## config.mk

```make
export PLATFORM = sky130hd
export DESIGN_NAME = count_pwm_4bit
export DESIGN_NICKNAME = d
export VERILOG_FILES = /design/src/rtl/count_pwm_4bit_pkg.sv /design/src/rtl/count_pwm_4bit_wrap.sv /design/src/rtl/count_pwm_4bit.sv
export SDC_FILE = /design/constraint.sdc
export NUM_CORES = 1
export LEC_CHECK = 0
export ABC_AREA = 0
export CORE_MARGIN = 3
export CORE_UTILIZATION = 45
export CTS_BUF_LIST = sky130_fd_sc_hd__clkbuf_4 sky130_fd_sc_hd__clkbuf_8
export DETAILED_ROUTE_END_ITERATION = 6
export HOLD_SLACK_MARGIN = 0.06
export PLACE_DENSITY = 0.69
export SLEW_MARGIN = 5
export SYNTH_ARGS = -nofsm -noshare
export SYNTH_HDL_FRONTEND = slang
export SYNTH_SLANG_ARGS = --single-unit
```

## constraint.sdc

```tcl
create_clock -name clk -period 3.3 [get_ports clk]
set_clock_uncertainty 0.2 [all_clocks]
set_input_delay 0.99 -clock clk [delete_from_list [all_inputs] [get_ports clk]]
set_output_delay 0.99 -clock clk [all_outputs]
set_load 0.005 [all_outputs]
```

## src/rtl/count_pwm_4bit_pkg.sv

```systemverilog
// Shared definitions for the counter stages: default count width and PWM FSM encodings.
package count_pwm_4bit_pkg;

  localparam int unsigned COUNT_WIDTH = 4;

  typedef enum logic [1:0] {
    IDLE = 2'd0,
    ARM  = 2'd1,
    RUN  = 2'd2,
    STOP = 2'd3
  } pwm_state_t;

endpackage

```

## src/rtl/count_pwm_4bit_wrap.sv

```systemverilog
// Period-boundary detector for a free-running up-counter: flags the MAX -> 0 step only.
module count_wrap_detect
  import count_pwm_4bit_pkg::*;
#(
  parameter int unsigned WIDTH = COUNT_WIDTH
) (
  input  logic             clk,
  input  logic             rst,
  input  logic [WIDTH-1:0] count,
  output logic             wrap
);

  logic [WIDTH-1:0] prev_count;

  // Reset clears prev_count, so no wrap is seen until a real MAX has been captured.
  always_ff @(posedge clk) begin
    if (rst) prev_count <= '0;
    else     prev_count <= count;
  end

  assign wrap = (prev_count == '1) && (count == '0);

endmodule

```

## src/rtl/count_pwm_4bit.sv

```systemverilog
// PWM generator driven by an external up-counter, with shadowed duty updated at period boundaries.
module count_pwm_4bit
  import count_pwm_4bit_pkg::*;
#(
  parameter int unsigned WIDTH = COUNT_WIDTH
) (
  input  logic             clk,
  input  logic             rst,
  input  logic [WIDTH-1:0] count,
  input  logic             pwm_en,
  input  logic             duty_wr,
  input  logic [WIDTH-1:0] duty_in,
  output logic             pwm_out,
  output logic             period_done,
  output logic             duty_pending,
  output logic             busy
);

  pwm_state_t       state, state_nxt;
  logic [WIDTH-1:0] duty_sh, duty_act, cmp_duty;
  logic             wrap, running, transfer;

  count_wrap_detect #(.WIDTH(WIDTH)) u_wrap (
    .clk   (clk),
    .rst   (rst),
    .count (count),
    .wrap  (wrap)
  );

  assign running  = (state == RUN) || (state == STOP);
  assign transfer = wrap && (state != IDLE);
  // On the wrap cycle duty_act is still the old value; the shadow is what takes effect now.
  assign cmp_duty = wrap ? duty_sh : duty_act;
  assign busy     = (state == ARM) || (state == RUN);

  always_comb begin
    state_nxt = state;
    unique case (state)
      IDLE: if (pwm_en) state_nxt = ARM;
      ARM: begin
        if (!pwm_en)   state_nxt = IDLE;
        else if (wrap) state_nxt = RUN;
      end
      RUN:  if (!pwm_en) state_nxt = wrap ? IDLE : STOP;
      STOP: begin
        if (pwm_en)    state_nxt = RUN;
        else if (wrap) state_nxt = IDLE;
      end
      default: state_nxt = IDLE;
    endcase
  end

  always_ff @(posedge clk) begin
    if (rst) begin
      state        <= IDLE;
      duty_sh      <= '0;
      duty_act     <= '0;
      duty_pending <= 1'b0;
      pwm_out      <= 1'b0;
      period_done  <= 1'b0;
    end else begin
      state       <= state_nxt;
      pwm_out     <= running && (count < cmp_duty);
      period_done <= running && wrap;
      if (transfer) duty_act <= duty_sh;
      // A write on the transfer cycle wins: the new value stays pending for the next period.
      if (duty_wr) begin
        duty_sh      <= duty_in;
        duty_pending <= 1'b1;
      end else if (transfer) begin
        duty_pending <= 1'b0;
      end
    end
  end

endmodule

```

Word-level counts from Yosys, hierarchy flattened --
Cells that the tools add are included.
Word-level totals: logic and storage cells 38, flip-flop bits (word level) 17, output and inout port bits 4
Operators by class: multiplexer cells 11, magnitude comparators 1, reduce and logical (&&, ||, !) cells 11, equal/unequal tests 8
Operator list (count):
- 2-to-1 mux 2 bit | 7
- case mux 2 bit (4 select lines) | 1
- inequality test 3 bit, second input constant | 2
- == test 2 bit, second input constant | 2
- == test 4 bit, second input constant | 1
- logical AND 1 bit | 4
- zero test 4 bit | 1
- < comparator 4 bit | 1
- 2-to-1 mux 4 bit | 1
- inequality test 2 bit, second input constant | 2
- AND reduction 4 bit | 1
- nonzero test 2 bit | 2
- == test 2 x 1 -> 1 bit, second input constant | 1
- zero test 2 bit | 1
- logical OR 1 bit | 2
- 2-to-1 mux 1 bit | 2

Logic depth before layout (Yosys ltp) --
word-level depth 5, gate-level depth with buffers 7

Hierarchy --
Synthesis repeated with hierarchy kept, for this count alone.
Second synthesis, totals: cell total of the unflattened synthesis 81, area total of the unflattened synthesis 839.6 sq um
By module, submodules not included:
- count_pwm_4bit | sequential area each 260.2 sq um, area an instance 706.9 sq um, cells an instance 70, instances 1
- count_wrap_detect | sequential area each 80.1 sq um, area an instance 132.6 sq um, cells an instance 11, instances 1

Worst setup path before layout --
Ideal clock, no wire load.
path type input to register, from input count[1], to register pwm_out, setup slack 440 ps, data arrival time 2579 ps, cell stages on the path 7, cell sequence or4_4 > nor2_1 > mux2i_1 > ha_1 > a21oi_1 > o21ai_0 > a41oi_1
On the way: longest elaborated chain between the ends 5
RTL lines:
- from (decl) | line count_pwm_4bit.sv:9 | input logic [WIDTH-1:0] count,
- zero test 4 bit | line count_pwm_4bit_wrap.sv:21 | assign wrap = (prev_count == '1) && (count == '0);
- logical AND 1 bit | line count_pwm_4bit_wrap.sv:21
- 2-to-1 mux 4 bit | line count_pwm_4bit.sv:33 | assign cmp_duty = wrap ? duty_sh : duty_act;
- < comparator 4 bit * | line count_pwm_4bit.sv:63 | pwm_out <= running && (count < cmp_duty);
- logical AND 1 bit * | line count_pwm_4bit.sv:63
- to (signal assigned) | line count_pwm_4bit.sv:63
- to (decl) | line count_pwm_4bit.sv:13 | output logic pwm_out,
Mark *: on every way between the ends. The rest lies on a longest branch, timed or not. A chain may end at the register's enable or synchronous reset.

Final worst setup path --
Same ends and word-level chain as after synthesis.

==> results_dict.tcl <==
set metrics [dict create \
    synthMostInstantiatedCell "dfxtp_1" \
    dp_hpwl_mm 1.33 \
    yosysTopAreaCell "dfxtp_1" \
    vias 695 \
    die_width_um 48.8 \
    synth_cell_types 27 \
    synth_compound_area_share_pct 14.4 \
    grt_max_degree 20 \
    synthSimpleGateAreaFrac_pct 17.6 \
    hold_viol_final 0 \
    period_needed_ps 3120 \
    worstMarginPinSlew_ps 654 \
    cpLargestDelayFamily "simple AND/OR/NAND/NOR gates" \
    place.gp.congestion 0.762 \
    dieArea_um2 2380 \
    synth-xor-area-share_pct 0 \
    ctsResizeCount 0 \
    arrival_ps 3130 \
    maxSlewViolCount 0 \
    post_cts_buffers 0 \
    yosysWarnings 0 \
    fin_crit_sh_pct 94.6 \
    h-tree-depth 1 \
    status "complete, no violations" \
    final_cell_area_um2 1060 \
    setup.worst_path.end_class "register" \
    total_leakage_power_nw 0.410 \
    relSlewSlack_pct 56.3 \
    synth_area_leaders "dfxtp_1 41%, ha_1 11%, mux2i_1 9.7%" \
    overflow 0 \
    ys_ff_latch 17 \
    cp_cell_sequence "clkdlybuf4s50_1 > or4_4 > nor2_1 > mux2i_1 > ha_1 > a21oi_1 > o21ai_0 > a41oi_1" \
    synthMuxAreaShare_pct 11.1 \
    power_mw 0.562 \
    synth_common_cells "17 x dfxtp_1, 9 x nor2_1, 8 x mux2i_1" \
    first_pass_iters 4 \
    routed_via_density 5.19 \
    synth_top_area_share_pct 41.3 \
    antenna_found_initial 0 \
    die_h_um 48.8 \
    detail-route-antenna-nets 0 \
    drt_iter0_drc 8 \
    cp_num_buf_inv 1 \
    drt_wl_total_mm 1.69 \
    cts_made_buffers 3 \
    tritoncts "yes" \
    clk_latency_ps 290 \
    ys.flop_type "dfxtp_1" \
    rsz0062_at_grt "false" \
    core_area_um2 1610 \
    port_buffers 15 \
    avgSynthCellArea_um2 9.26 \
    cts_hold_buf 0 \
    grt_pass1_vias 664 \
    pin_count 16 \
    syn_area_um2 825 \
    n_antenna_cell 0 \
    synthAdderAreaFrac_pct 10.6 \
    grt_use_total_pct 16.0 \
    hp-class "reg2reg" \
    slowest_stage "or4_4" \
    syn_nets 108 \
    placed_area_um2 1030 \
    synth_edf_count 0 \
    finalNetCount 130 \
    drive_gt1_share_pct 11.8 \
    fin_util_pct 65.6 \
    grt_first_pass_wirelength_mm 3.00 \
    powerDensity_nw_per_um2 532 \
    root_buffer "clkbuf_4" \
    cts_sinks 17 \
    clk_pin_slew_ps 90 \
    synth_top_family_by_area "simple AND/OR/NAND/NOR gates" \
    rows 14 \
    postSynthCellCount 89 \
    start_kind "input pin" \
    clk_path_buf_depth 2 \
    path_class "in2reg" \
    area_growth_syn_to_layout_pct 28.2 \
    initial_core_util_pct 51.2 \
    setup_viol 0 \
    seq_area_frac_synth_pct 41.3 \
    crit_path_max_incr_delay_ps 540 \
    critPathMaxFanout 3 \
    crit_required_ps 3310 \
    ys_async_sr_fraction_pct 0 \
    tns_ps 0 \
    max_freq_mhz 320 \
    drc_errors 0 \
    wl_per_cell_um 12.6 \
    max-cap-violations 0 \
    ir_drop_mv 0.393 \
]
[cell type report]
type                    count  area (µm²)
fillers                   155         554
inverters                   5        18.8
repair buffers             21         195
well taps                  24        30.0
multi-input cells          63         443
flip-flops and latches     17         340
clock buffers               4        30.0
[layer usage]
layer,GRT usage (%),vias up,share of wire (%),wire length (µm)
met4,4.27,0,0.65,11
met5,0,-,0,0
li1,-,358,-,-
met1,21.4,319,48,813
met3,7.03,2,6.5,109
met2,23.3,16,45,750
[path summary, 6_finish.rpt]
kind,start,endpoint,slack (ps),cells past startpoint
max,count[1],pwm_out$_SDFF_PP0_,180,8
min,duty_sh[1]$_SDFFE_PP0P_,duty_act[1]$_SDFFE_PP0P_,280,2
max reg2reg,u_wrap.prev_count[1]$_SDFF_PP0_,pwm_out$_SDFF_PP0_,1280,7
min reg2reg,duty_sh[1]$_SDFFE_PP0P_,duty_act[1]$_SDFFE_PP0P_,280,2
[tightest hold or removal path: stages, from the launching register on]
cell and delay [ps]:
dfxtp_1 330, nand2_1 60, a21oi_1 50
[sequential cells by signal (all words and copies together), names as in the netlist]
name,cells
duty_act,4
duty_sh,4
u_wrap.prev_count,4
state,2
duty_pending,1
period_done,1
pwm_out,1
[where the power goes]
part           leakage, nW  switching (mW)  internal, mW
clock               0.0184          0.0620        0.0553
sequential           0.140          0.0148         0.226
combinational        0.252           0.102         0.103
[per-stage QoR]
stage | hold WS [ps] | setup slack, ps | instances
global route | 296 | 6.12 | 134
finish | 279 | 179 | 134
CTS | 285 | 206 | 134
global placement | 269 | 12.0 | 130
detailed placement | 271 | -120 | 130
floorplan | 244 | 440 | 89
[cells by family after synthesis]
logic type                 Yosys count
and+or+nand+nor                     27
AOI/OAI and AO/OA                   20
buffers and inverters                9
muxes                                9
DFF                                 17
adders and majority gates            7
[layout by cell type, fill, tap and decap left out, types with 2 or more instances in the layout]
cell type	Yosys	layout
dfxtp_1	17	17
clkdlybuf4s50_1	0	15
nor2_1	9	9
mux2i_1	8	8
ha_1	7	7
buf_4	0	6
inv_1	5	5
o21ai_1	5	5
a21oi_1	5	5
nand2_1	4	4
o21ai_0	4	4
clkbuf_4	0	4
nor2b_1	3	3
nor3_1	3	3
nand2b_1	2	2
No activity file was read; power rests on OpenSTA's default activity.
